## src/rtl/spy_readout_sequencer.sv

```systemverilog
// Dumps a frozen spy buffer (metadata list, then spy memory, each oldest first) over one
// valid/ready stream through a 2-entry skid FIFO fed by 1-cycle-latency read ports.
module spy_readout_sequencer #(
  parameter int unsigned DATA_WIDTH    = 64,
  parameter int unsigned SPY_MEM_WIDTH = 7,
  parameter int unsigned EL_MEM_WIDTH  = 4,
  parameter int unsigned FREEZE_SETTLE = 2
) (
  input  logic                     clock_i,
  input  logic                     reset_i,
  input  logic                     start_i,
  input  logic                     abort_i,
  output logic                     busy_o,
  output logic                     done_o,
  output logic                     freeze_o,
  input  logic [SPY_MEM_WIDTH-1:0] spy_write_addr_i,
  input  logic [EL_MEM_WIDTH-1:0]  spy_meta_write_addr_i,
  output logic                     spy_read_enable_o,
  output logic [SPY_MEM_WIDTH-1:0] spy_read_addr_o,
  output logic                     spy_meta_read_enable_o,
  output logic [EL_MEM_WIDTH-1:0]  spy_meta_read_addr_o,
  input  logic [DATA_WIDTH:0]      spy_data_i,
  input  logic [SPY_MEM_WIDTH:0]   spy_meta_read_data_i,
  output logic [DATA_WIDTH:0]      out_data_o,
  output logic                     out_is_meta_o,
  output logic                     out_valid_o,
  input  logic                     out_ready_i
);

  localparam int unsigned SettleW = (FREEZE_SETTLE > 1) ? $clog2(FREEZE_SETTLE) : 1;
  localparam logic [SettleW-1:0]     SettleLast = SettleW'(FREEZE_SETTLE - 1);
  localparam logic [EL_MEM_WIDTH:0]  MetaLast   = {1'b0, {EL_MEM_WIDTH{1'b1}}};
  localparam logic [SPY_MEM_WIDTH:0] DataLast   = {1'b0, {SPY_MEM_WIDTH{1'b1}}};

  typedef enum logic [2:0] {StIdle, StFreeze, StMeta, StData, StDrain} state_e;

  state_e                   state_q, state_d;
  logic [SettleW-1:0]       settle_q, settle_d;
  logic [SPY_MEM_WIDTH-1:0] base_spy_q, base_spy_d;
  logic [EL_MEM_WIDTH-1:0]  base_meta_q, base_meta_d;
  logic [EL_MEM_WIDTH:0]    meta_cnt_q, meta_cnt_d;
  logic [SPY_MEM_WIDTH:0]   data_cnt_q, data_cnt_d;
  logic                     freeze_q, freeze_d;
  logic                     busy_q, busy_d;
  logic                     done_q, done_d;
  logic                     ret_valid_q, ret_valid_d;
  logic                     ret_meta_q, ret_meta_d;

  logic [1:0][DATA_WIDTH:0] fifo_data_q, fifo_data_d;
  logic [1:0]               fifo_meta_q, fifo_meta_d;
  logic                     fifo_rd_q, fifo_rd_d;
  logic                     fifo_wr_q, fifo_wr_d;
  logic [1:0]               fifo_cnt_q, fifo_cnt_d;

  logic                     pop;
  logic                     flush;
  logic [2:0]               pending;
  logic                     can_issue;
  logic                     meta_issue;
  logic                     data_issue;
  logic [DATA_WIDTH:0]      meta_ext;
  logic [DATA_WIDTH:0]      push_word;

  assign flush = abort_i && (state_q != StIdle);
  assign pop   = (fifo_cnt_q != 2'd0) && out_ready_i;

  // Slots already claimed once this cycle's transfer frees one; a new read needs one left.
  assign pending    = {1'b0, fifo_cnt_q} + {2'b00, ret_valid_q} - {2'b00, pop};
  assign can_issue  = (pending < 3'd2) && !abort_i;
  assign meta_issue = (state_q == StMeta) && can_issue;
  assign data_issue = (state_q == StData) && can_issue;

  assign spy_meta_read_enable_o = meta_issue;
  assign spy_meta_read_addr_o   = base_meta_q + meta_cnt_q[EL_MEM_WIDTH-1:0];
  assign spy_read_enable_o      = data_issue;
  assign spy_read_addr_o        = base_spy_q + data_cnt_q[SPY_MEM_WIDTH-1:0];

  assign out_valid_o   = (fifo_cnt_q != 2'd0);
  assign out_data_o    = fifo_data_q[fifo_rd_q];
  assign out_is_meta_o = fifo_meta_q[fifo_rd_q];
  assign busy_o        = busy_q;
  assign done_o        = done_q;
  assign freeze_o      = freeze_q;

  always_comb begin
    meta_ext = '0;
    meta_ext[SPY_MEM_WIDTH:0] = spy_meta_read_data_i;
    push_word = ret_meta_q ? meta_ext : spy_data_i;
  end

  always_comb begin
    state_d     = state_q;
    settle_d    = settle_q;
    base_spy_d  = base_spy_q;
    base_meta_d = base_meta_q;
    meta_cnt_d  = meta_cnt_q;
    data_cnt_d  = data_cnt_q;
    freeze_d    = freeze_q;
    busy_d      = busy_q;
    done_d      = 1'b0;
    ret_valid_d = meta_issue || data_issue;
    ret_meta_d  = meta_issue;

    unique case (state_q)
      StIdle: begin
        if (start_i && !abort_i) begin
          state_d  = StFreeze;
          settle_d = '0;
          freeze_d = 1'b1;
          busy_d   = 1'b1;
        end
      end
      StFreeze: begin
        if (settle_q == SettleLast) begin
          base_spy_d  = spy_write_addr_i;
          base_meta_d = spy_meta_write_addr_i;
          meta_cnt_d  = '0;
          state_d     = StMeta;
        end else begin
          settle_d = settle_q + 1'b1;
        end
      end
      StMeta: begin
        if (meta_issue) begin
          meta_cnt_d = meta_cnt_q + 1'b1;
          if (meta_cnt_q == MetaLast) begin
            data_cnt_d = '0;
            state_d    = StData;
          end
        end
      end
      StData: begin
        if (data_issue) begin
          data_cnt_d = data_cnt_q + 1'b1;
          if (data_cnt_q == DataLast) begin
            state_d = StDrain;
          end
        end
      end
      StDrain: begin
        if (!ret_valid_q && (fifo_cnt_q == 2'd0)) begin
          state_d  = StIdle;
          done_d   = 1'b1;
          freeze_d = 1'b0;
          busy_d   = 1'b0;
        end
      end
      default: state_d = StIdle;
    endcase

    if (flush) begin
      state_d     = StIdle;
      freeze_d    = 1'b0;
      busy_d      = 1'b0;
      done_d      = 1'b0;
      ret_valid_d = 1'b0;
    end
  end

  always_comb begin
    fifo_data_d = fifo_data_q;
    fifo_meta_d = fifo_meta_q;
    fifo_rd_d   = fifo_rd_q;
    fifo_wr_d   = fifo_wr_q;
    fifo_cnt_d  = fifo_cnt_q + {1'b0, ret_valid_q} - {1'b0, pop};
    if (ret_valid_q) begin
      fifo_data_d[fifo_wr_q] = push_word;
      fifo_meta_d[fifo_wr_q] = ret_meta_q;
      fifo_wr_d              = ~fifo_wr_q;
    end
    if (pop) begin
      fifo_rd_d = ~fifo_rd_q;
    end
    // Abort drops the queued words and the return arriving this cycle.
    if (flush) begin
      fifo_cnt_d = '0;
      fifo_rd_d  = 1'b0;
      fifo_wr_d  = 1'b0;
    end
  end

  always_ff @(posedge clock_i or posedge reset_i) begin
    if (reset_i) begin
      state_q     <= StIdle;
      settle_q    <= '0;
      base_spy_q  <= '0;
      base_meta_q <= '0;
      meta_cnt_q  <= '0;
      data_cnt_q  <= '0;
      freeze_q    <= 1'b0;
      busy_q      <= 1'b0;
      done_q      <= 1'b0;
      ret_valid_q <= 1'b0;
      ret_meta_q  <= 1'b0;
      fifo_data_q <= '0;
      fifo_meta_q <= '0;
      fifo_rd_q   <= 1'b0;
      fifo_wr_q   <= 1'b0;
      fifo_cnt_q  <= '0;
    end else begin
      state_q     <= state_d;
      settle_q    <= settle_d;
      base_spy_q  <= base_spy_d;
      base_meta_q <= base_meta_d;
      meta_cnt_q  <= meta_cnt_d;
      data_cnt_q  <= data_cnt_d;
      freeze_q    <= freeze_d;
      busy_q      <= busy_d;
      done_q      <= done_d;
      ret_valid_q <= ret_valid_d;
      ret_meta_q  <= ret_meta_d;
      fifo_data_q <= fifo_data_d;
      fifo_meta_q <= fifo_meta_d;
      fifo_rd_q   <= fifo_rd_d;
      fifo_wr_q   <= fifo_wr_d;
      fifo_cnt_q  <= fifo_cnt_d;
    end
  end

endmodule

```

## config.mk

```make
export PLATFORM = sky130hd
export DESIGN_NAME = spy_readout_sequencer
export DESIGN_NICKNAME = d
export VERILOG_FILES = /design/src/rtl/spy_readout_sequencer.sv
export SDC_FILE = /design/constraint.sdc
export NUM_CORES = 1
export LEC_CHECK = 0
export BUFFER_PORTS_ARGS = -buffer_cell sky130_fd_sc_hd__buf_4
export CAP_MARGIN = 5
export CORE_UTILIZATION = 38
export DETAILED_ROUTE_END_ITERATION = 6
export SLEW_MARGIN = 10
export SYNTH_ARGS = -nofsm -noshare
export SYNTH_HDL_FRONTEND = slang
export SYNTH_SLANG_ARGS = --single-unit
```

## constraint.sdc

```tcl
create_clock -name clock_i -period 14.33 [get_ports clock_i]
set_input_delay 4.299 -clock clock_i [delete_from_list [all_inputs] [get_ports clock_i]]
set_output_delay 4.299 -clock clock_i [all_outputs]
set_load 0.02 [all_outputs]
```

Word-level counts from Yosys, hierarchy flattened
Cells that the tools add are included.
{"block": "word_totals", "reg_bits": 168, "wordCells": 119, "in_bits": 89, "out_inout_bits": 83}
{"block": "classes", "n_mux": 43, "reduce_logical": 27, "add_sub_neg": 9, "eq_ne": 18, "magnitude_cmp": 4, "n_bitwise": 2}
{"cell": "$mux W65", "n": 4}
{"cell": "$bwmux W130", "n": 1}
{"cell": "$demux W65 S1", "n": 1}
{"cell": "$mux W3", "n": 8}
{"cell": "$mux W8", "n": 3}
{"cell": "$mux W1", "n": 16}
{"cell": "$pmux W8 S2", "n": 1}
{"cell": "$ne A3 B3 Y1 const B", "n": 5}
{"cell": "$pmux W3 S5", "n": 1}
{"cell": "$reduce_bool A2 Y1", "n": 6}
{"cell": "$mux W5", "n": 2}
{"cell": "$pmux W5 S2", "n": 1}
{"cell": "$add A8 B1 Y8 const B", "n": 1}
{"cell": "$eq A8 B7 Y1 const B", "n": 1}
{"cell": "$logic_and A1 B1 Y1", "n": 8}
{"cell": "$ne A2 B2 Y1 const B", "n": 4}
{"cell": "$add A7 B7 Y7", "n": 1}
{"cell": "$reduce_and A7 Y1", "n": 1}
{"cell": "$eq A3 B2 Y1 const B", "n": 2}
{"cell": "$ne A3 B2 Y1 const B", "n": 2}
{"cell": "$reduce_and A3 Y1", "n": 2}
{"cell": "$reduce_bool A3 Y1", "n": 2}
{"cell": "$add A5 B1 Y5 const B", "n": 1}
{"cell": "$eq A5 B4 Y1 const B", "n": 1}
{"cell": "23 further kinds", "n": 28}

Logic depth before layout (Yosys ltp)
Gate-level depths: netlist of run 1.
{"block": "depth", "word_depth": 9, "depth_mapped": 12, "mapped_depth_nobuf": 12}

Worst setup path after synthesis of run 1
Ideal clock, no wire load.
{"block": "synth_path", "path_type": "input port to output port", "start": "input out_ready_i", "end": "output spy_read_enable_o", "arrival_ns": 6.065, "required_time_ns": 10.031, "stages": 9, "slack_ns": 3.966, "path_buffers": 0, "path_cell_list": "and2_1 ha_1 inv_1 ha_1 inv_1 fa_1 xnor2_2 nand3_4 nor2_2"}
{"block": "synth_via", "elab_chain_len": 5}
{"item": "start: declaration", "line_no": "27", "text": "input logic out_ready_i"}
{"item": "$logic_and A1 B1 Y1", "line_no": "65", "text": "assign pop = (fifo_cnt_q != 2'd0) && out_ready_i;"}
{"item": "$sub A3 B1 Y3", "line_no": "68", "text": "assign pending = {1'b0, fifo_cnt_q} + {2'b00, ret_valid_q} - {2'b00, pop};"}
{"item": "$lt A3 B2 Y1", "line_no": "69", "text": "assign can_issue = (pending < 3'd2) && !abort_i;"}
{"item": "$logic_and A1 B1 Y1", "line_no": "69"}
{"item": "$logic_and A1 B1 Y1", "line_no": "71", "text": "assign data_issue = (state_q == StData) && can_issue;"}
{"item": "end: declaration", "line_no": "18", "text": "output logic spy_read_enable_o,"}
Every way passes these cells.

Worst setup path after layout of run 1
{"block": "layout_path", "start": "input out_ready_i", "end": "output spy_meta_read_enable_o"}
{"block": "layout_via", "elab_chain_len": 5}
{"item": "$logic_and A1 B1 Y1", "line_no": "65"}
{"item": "$sub A3 B1 Y3", "line_no": "68"}
{"item": "$lt A3 B2 Y1", "line_no": "69"}
{"item": "$logic_and A1 B1 Y1", "line_no": "69"}
{"item": "$logic_and A1 B1 Y1", "line_no": "70", "text": "assign meta_issue = (state_q == StMeta) && can_issue;"}
{"item": "end: declaration", "line_no": "20", "text": "output logic spy_meta_read_enable_o,"}
Every way passes these cells.

==> results of run 1 <==
[routing by layer]
metal | GRT usage, % | vias to the layer above
met5 | 0 | -
met2 | 27.41 | 104
li1 | - | 2963
met1 | 22.93 | 2720
met4 | 4.330 | 0
met3 | 3.981 | 14
[placed cells by master (no fill, tap or decap), drive strengths merged, types with 2 or more instances in the layout]
cell type / n
a21o: 2
a21oi: 6
a22o: 5
and2: 4
buf: 176
clkbuf: 17
clkinv: 3
clkinvlp: 2
dfrtp: 168
fa: 3
ha: 14
inv: 28
mux2: 81
mux2i: 10
nand2: 150
nand2b: 61
nand3: 6
nor2: 13
nor2b: 4
nor3: 4
o2111ai: 2
o211ai: 3
o21a: 3
o21ai: 144
o311ai: 2
or3: 3
xnor2: 8
xor2: 2
[cell families after synthesis]
kind of cell	count (synthesis)	share of synthesized area [%]
AND/OR/NAND/NOR	254	15.30
XOR/XNOR	10	1.177
flip-flops	168	52.04
AO/OA/AOI/OAI	176	12.48
buffers and inverters	67	3.562
multiplexers	91	12.53
adder cells (fa/ha/maj)	17	2.912
[final timing paths]
path / from / to
min in group asynchronous: reset_i / fifo_data_q[9]
worst min register to register: fifo_data_q[119] / fifo_data_q[119]
worst max-delay path: out_ready_i / spy_meta_read_enable_o
worst min-delay path: fifo_data_q[119] / fifo_data_q[119]
max in group asynchronous: reset_i / fifo_data_q[118]
worst max register to register: fifo_cnt_q[1] / meta_cnt_q[4]
[cells in the mapped netlist, types with 2 or more instances]
library cell / count / area, um^2
mux2_2: 81 / 912.1
mux2i_1: 10 / 100.1
buf_1: 5 / 18.77
o21a_1: 3 / 22.52
dfrtp_1: 168 / 4204
a21oi_1: 6 / 30.03
a21o_1: 2 / 15.01
or3_1: 2 / 12.51
and2_1: 4 / 25.02
a22o_1: 5 / 43.79
ha_1: 14 / 175.2
nand3_1: 4 / 20.02
xnor2_1: 7 / 61.31
xor2_1: 2 / 17.52
nor2b_1: 4 / 25.02
nand2_1: 150 / 563.0
nor3_1: 4 / 20.02
o21ai_0: 139 / 695.7
o211ai_1: 3 / 22.52
nor2_2: 2 / 12.51
buf_2: 14 / 70.07
fa_1: 3 / 60.06
o21ai_1: 5 / 25.02
nand2b_1: 61 / 381.6
clkbuf_1: 25 / 93.84
buf_4: 3 / 22.52
inv_1: 18 / 67.56
nor2_1: 11 / 41.29
[stage by stage]
| stage | cell area, um^2 | std cells | setup WS (ps) | utilization, % | power [uW] |
|---|---|---|---|---|---|
| final | 10140 | 1213 | 3535 | 49.34 | 2477 |
| after global routing | 10140 | 1213 | 3436 | 49.34 | 2660 |
| after global placement | 9544 | 1181 | 3572 | 46.42 | 2020 |
| after CTS | 10140 | 1213 | 3521 | 49.34 | 2516 |
| after floorplan | 8079 | 783 | 3966 | - | 1612 |
| after detailed placement | 9544 | 1181 | 3525 | 46.42 | 2036 |
[registers in the layout, indices dropped and copies added (netlist names), 2 cells and up]
signal and cells:
base_meta_q 4, base_spy_q 7, data_cnt_q 8, fifo_cnt_q 2, fifo_data_q 130, fifo_meta_q 2
meta_cnt_q 5, state_q 3
[area by class of cell]
cell class	instances	share of cell area (%)
Sequential cell	168	41.47
Timing Repair Buffer	176	13.02
Inverter	19	0.7523
Tap cell	270	3.330
Multi-Input combinational cell	548	35.51
Clock buffer	17	4.193
Clock inverter	15	1.727
[where the power goes]
part,total (uW),switching (uW),internal (uW)
Clock,467,217,250
Sequential,829,144,685
Combinational,1180,628,553
[worst max-delay path: stages]
cell     delay [ps]
buf_4           100
and2_1          150
ha_1            270
inv_1            60
ha_1            130
inv_1            50
fa_1            400
xnor2_2         360
and4_1          450
buf_4           210
==> flow_summary.yaml, run 1 <==
run_status:
  outcome: "completed"
pwr:
  leakage_uw: 0.004841
  power.density_nw_per_um2: 244.2
  vdd_drop_max_mv: 0.1197
setup_path:
  critical_path_arrival_ps: 6500
  critPathCaptureType: "primary output"
  worst-r2r-setup-slack_ps: 11320
  worst_setup_path_start_kind: "input port"
  cp_max_fo: 8
  path_class: "input port to primary output"
  crit_required_ps: 10030
  rr_worst_depth: 10
drt:
  wl_per_cell_um: 14.60
  num_vias: 5801
  wl_met2_mm: 8.413
  dr.pass1.iters: 4
  top_layer: "met4"
  drc_errors: 0
  route.met3.wl_um: 698
  met1_length_mm: 8.436
  totalWireLength_mm: 17.71
  drt_first_iter_violations: 191
  via_per_inst: 4.782
  ant_nets: 0
die:
  coreArea_um2: 20560
  fp.dieH_um: 147.8
  dieArea_um2: 21850
  fp.dieW_um: 147.8
  rows: 52
  start_util_pct: 39.30
  ios: 172
timing:
  max_slew_margin_pct: 32.51
  slew_viol_final: 0
  tightest_slew_ps: 1012
  finalClockSkew_ps: 15.05
  fin_hold_ws_ps: 474.5
  setup_viol: 0
  max_freq_ghz: 0.09264
  rsz0062_at_grt: "no"
  timing.setup.tns_ps: 0
  finalCritPeriodShare_pct: 75.33
  final_hold_viol_count: 0
  finalCriticalPeriod_ps: 10790
cts:
  cts_setup_buffers: 0
  cts_max_level: 4
  cts_hold_buf: 0
  cts_buffers: 17
  cts_resized: 0
  cts_tree: "built"
  path_clk_slew_ps: 70
  clk_latency_ps: 440
  cts.path.max_buffers: 2
  clock-sinks: 168
  root_buffer: "clkbuf_16"
cells_and_area:
  drive_gt1_share_pct: 32.87
  regArea_um2: 4207
  antenna_cells: 0
  fillers: 1992
  multi_input_area_um2: 3602
  area_growth_pct: 25.57
  nets: 1036
min_path:
  whs_path_depth: 2
  min_path_type: "register to register"
synth:
  synth_warnings: 0
  synth_seq_cells: 168
  syn_nets: 889
  synthesis.area_um2: 8079
  synth.avg_cell_area_um2: 10.32
  netlist_instances: 783
  ys_types: 56
  async_flop_share_pct: 100.0
  synth_edf_count: 0
  synth_ff_type: "dfrtp_1"
  seq_area_frac_synth_pct: 52.04
global_route:
  grt_pass1_vias: 5669
  grt_pass1_wl_mm: 29.24
  grt_max_degree: 88
  antenna_found_initial: 0
  grt_overflow: 0
  grt_usage_pct: 16.98
job:
  max_cap_viol_count: 0
placed_design:
  dp_hpwl_mm: 11.48
  finalWeightedCongestion: 0.7663
  io_buffer_count: 171
Note: power is estimated with default switching activity, not from simulation.
==> inputs of run 2 (changes only) <==
Clock period 14.33 ns to 9.3 ns, I/O delays scaled along.
==> run 2 against run 1 <==
Net effect: setup slack worse by 2000 ps; clock-buffer cell count stayed put; flip-flop and latch count stayed put; highest routed layer unchanged.
==> flow_summary.yaml, run 2 (synthesis results as in run 1) <==
drt:
  via_per_inst: 4.779
  totalWireLength_mm: 17.66
  dr.pass1.iters: 4
  wl_per_cell_um: 14.56
  drc_errors: 0
  num_vias: 5797
  ant_nets: 0
  drt_first_iter_violations: 223
min_path:
  min_path_type: "register to register"
setup_path:
  critical_path_arrival_ps: 5000
  path_class: "input port to primary output"
  cp_max_fo: 8
  slowest_delay_ps: 460
  crit_required_ps: 6510
  critPathCaptureType: "primary output"
  slowest_stage: "and4_1"
  worst_setup_path_start_kind: "input port"
  crit_chain: "buf_4 > and2_1 > ha_1 > inv_1 > ha_1 > inv_1 > fa_1 > xnor2_2 > and4_1 > buf_4"
cts:
  root_buffer: "clkbuf_16"
  clk_latency_ps: 430
  cts_setup_buffers: 0
  cts_max_level: 4
  clock-sinks: 168
  cts_tree: "built"
  cts.path.max_buffers: 2
  cts_buffers: 17
  path_clk_slew_ps: 70
  cts_hold_buf: 0
  cts_resized: 0
timing:
  setup_viol: 0
  final_hold_viol_count: 0
  timing.setup.tns_ps: 0
  slew_viol_final: 0
  max_freq_ghz: 0.1283
  rsz0062_at_grt: "no"
  finalCriticalPeriod_ps: 7793
  finalCritPeriodShare_pct: 83.79
  max_slew_margin_pct: 35.80
  tightest_slew_ps: 963.0
  finalClockSkew_ps: 8.979
cells_and_area:
  fillers: 1981
  layout_commonest_cell: "buf_4"
  nets: 1036
  multi_input_area_um2: 3602
  mostFrequentLayoutCells: "buf_4, dfrtp_1, nand2_1"
  area_growth_pct: 25.62
  antenna_cells: 0
  regMostFlops: "fifo_data_q"
  regArea_um2: 4207
  reg_top3: "fifo_data_q: 130 flops, data_cnt_q: 8 flops, base_spy_q: 7 flops"
  largest_register_ffs: 130
  drive_gt1_share_pct: 32.87
global_route:
  grt_pass1_vias: 5670
  grt_pass1_wl_mm: 29.28
  grt_usage_pct: 17.04
  grt_overflow: 0
  antenna_found_initial: 0
  grt_max_degree: 106
pwr:
  p_clk_share_pct: 18.9
  intPower_uw: 2292
  p_comb_share_pct: 47.7
  total_power_uw: 3812
  vdd_drop_max_mv: 0.1720
  leakage_uw: 0.004847
  switching_share_pct: 39.86
  pwr-share-seq_pct: 33.5
  power.density_nw_per_um2: 375.6
  p_sw_uw: 1519
die:
  fp.dieW_um: 147.8
  coreArea_um2: 20560
  rows: 52
  dieArea_um2: 21850
  start_util_pct: 39.30
  fp.dieH_um: 147.8
  ios: 172
job:
  max_cap_viol_count: 0
run_status:
  outcome: "completed"
placed_design:
  finalWeightedCongestion: 0.7679
  io_buffer_count: 171
  dp_hpwl_mm: 11.48
-- run 2: changes by cell type in the layout (fill, tap and decap cells not counted), sizes merged --
cell	previous run	this run
inv	28	27
clkinv	3	5
clkinvlp	2	1
-- run 2: final timing paths --
kind | slack, ps | cells after the start | from | to
setup / recovery | 1510 | 10 | out_ready_i | spy_meta_read_enable_o
hold / removal | 470 | 2 | fifo_data_q[125] | fifo_data_q[125]
setup reg to reg | 6290 | 10 | fifo_cnt_q[1] | meta_cnt_q[0]
hold reg to reg | 470 | 2 | fifo_data_q[125] | fifo_data_q[125]
max in group asynchronous | 5330 | 3 | reset_i | ret_meta_q
min in group asynchronous | 2540 | 2 | reset_i | fifo_data_q[12]
-- run 2: layout make-up --
type,count,share of cell area (%)
Timing Repair Buffer,176,13.02
Sequential cell,168,41.45
Tap cell,270,3.329
Multi-Input combinational cell,548,35.49
Clock inverter,15,1.763
Clock buffer,17,4.192
Inverter,19,0.7521
-- run 2: critical path: cells and delay by family --
kind                       cells  cell delay, ps
and+or+nand+nor                2             610
adders and majority gates      3             820
buffers and inverters          4             430
xor gates and xnor gates       1             360
-- run 2: through the flow --
stage          utilization [%]  cell area (um^2)  setup WS [ps]  cells  hold WS [ps]
4_1_cts                  49.36             10150           1479   1213         480.6
3_3_place_gp             46.42              9544           1567   1181         455.3
5_1_grt                  49.36             10150           1363   1213         500.2
6_report                 49.36             10150           1507   1213         474.1
2_1_floorplan                -              8079           1954    783         444.4
3_5_place_dp             46.42              9544           1490   1181         464.4
-- run 2: power groups by stage --
| stage | Combinational (uW) | Sequential (uW) | Clock, uW |
|---|---|---|---|
| finish | 1820 | 1280 | 719 |
| detailed placement | 1840 | 1290 | 0 |
| global placement | 1830 | 1290 | 0 |
| CTS | 1850 | 1280 | 747 |
| global route | 2000 | 1330 | 774 |
| floorplan | 1290 | 1200 | 0 |
-- run 2: routing by layer --
layer,GRT usage [%],wire length (um)
met4,4.381,130
met2,27.38,8494
met1,22.94,8244
met3,4.259,788
met5,0,0
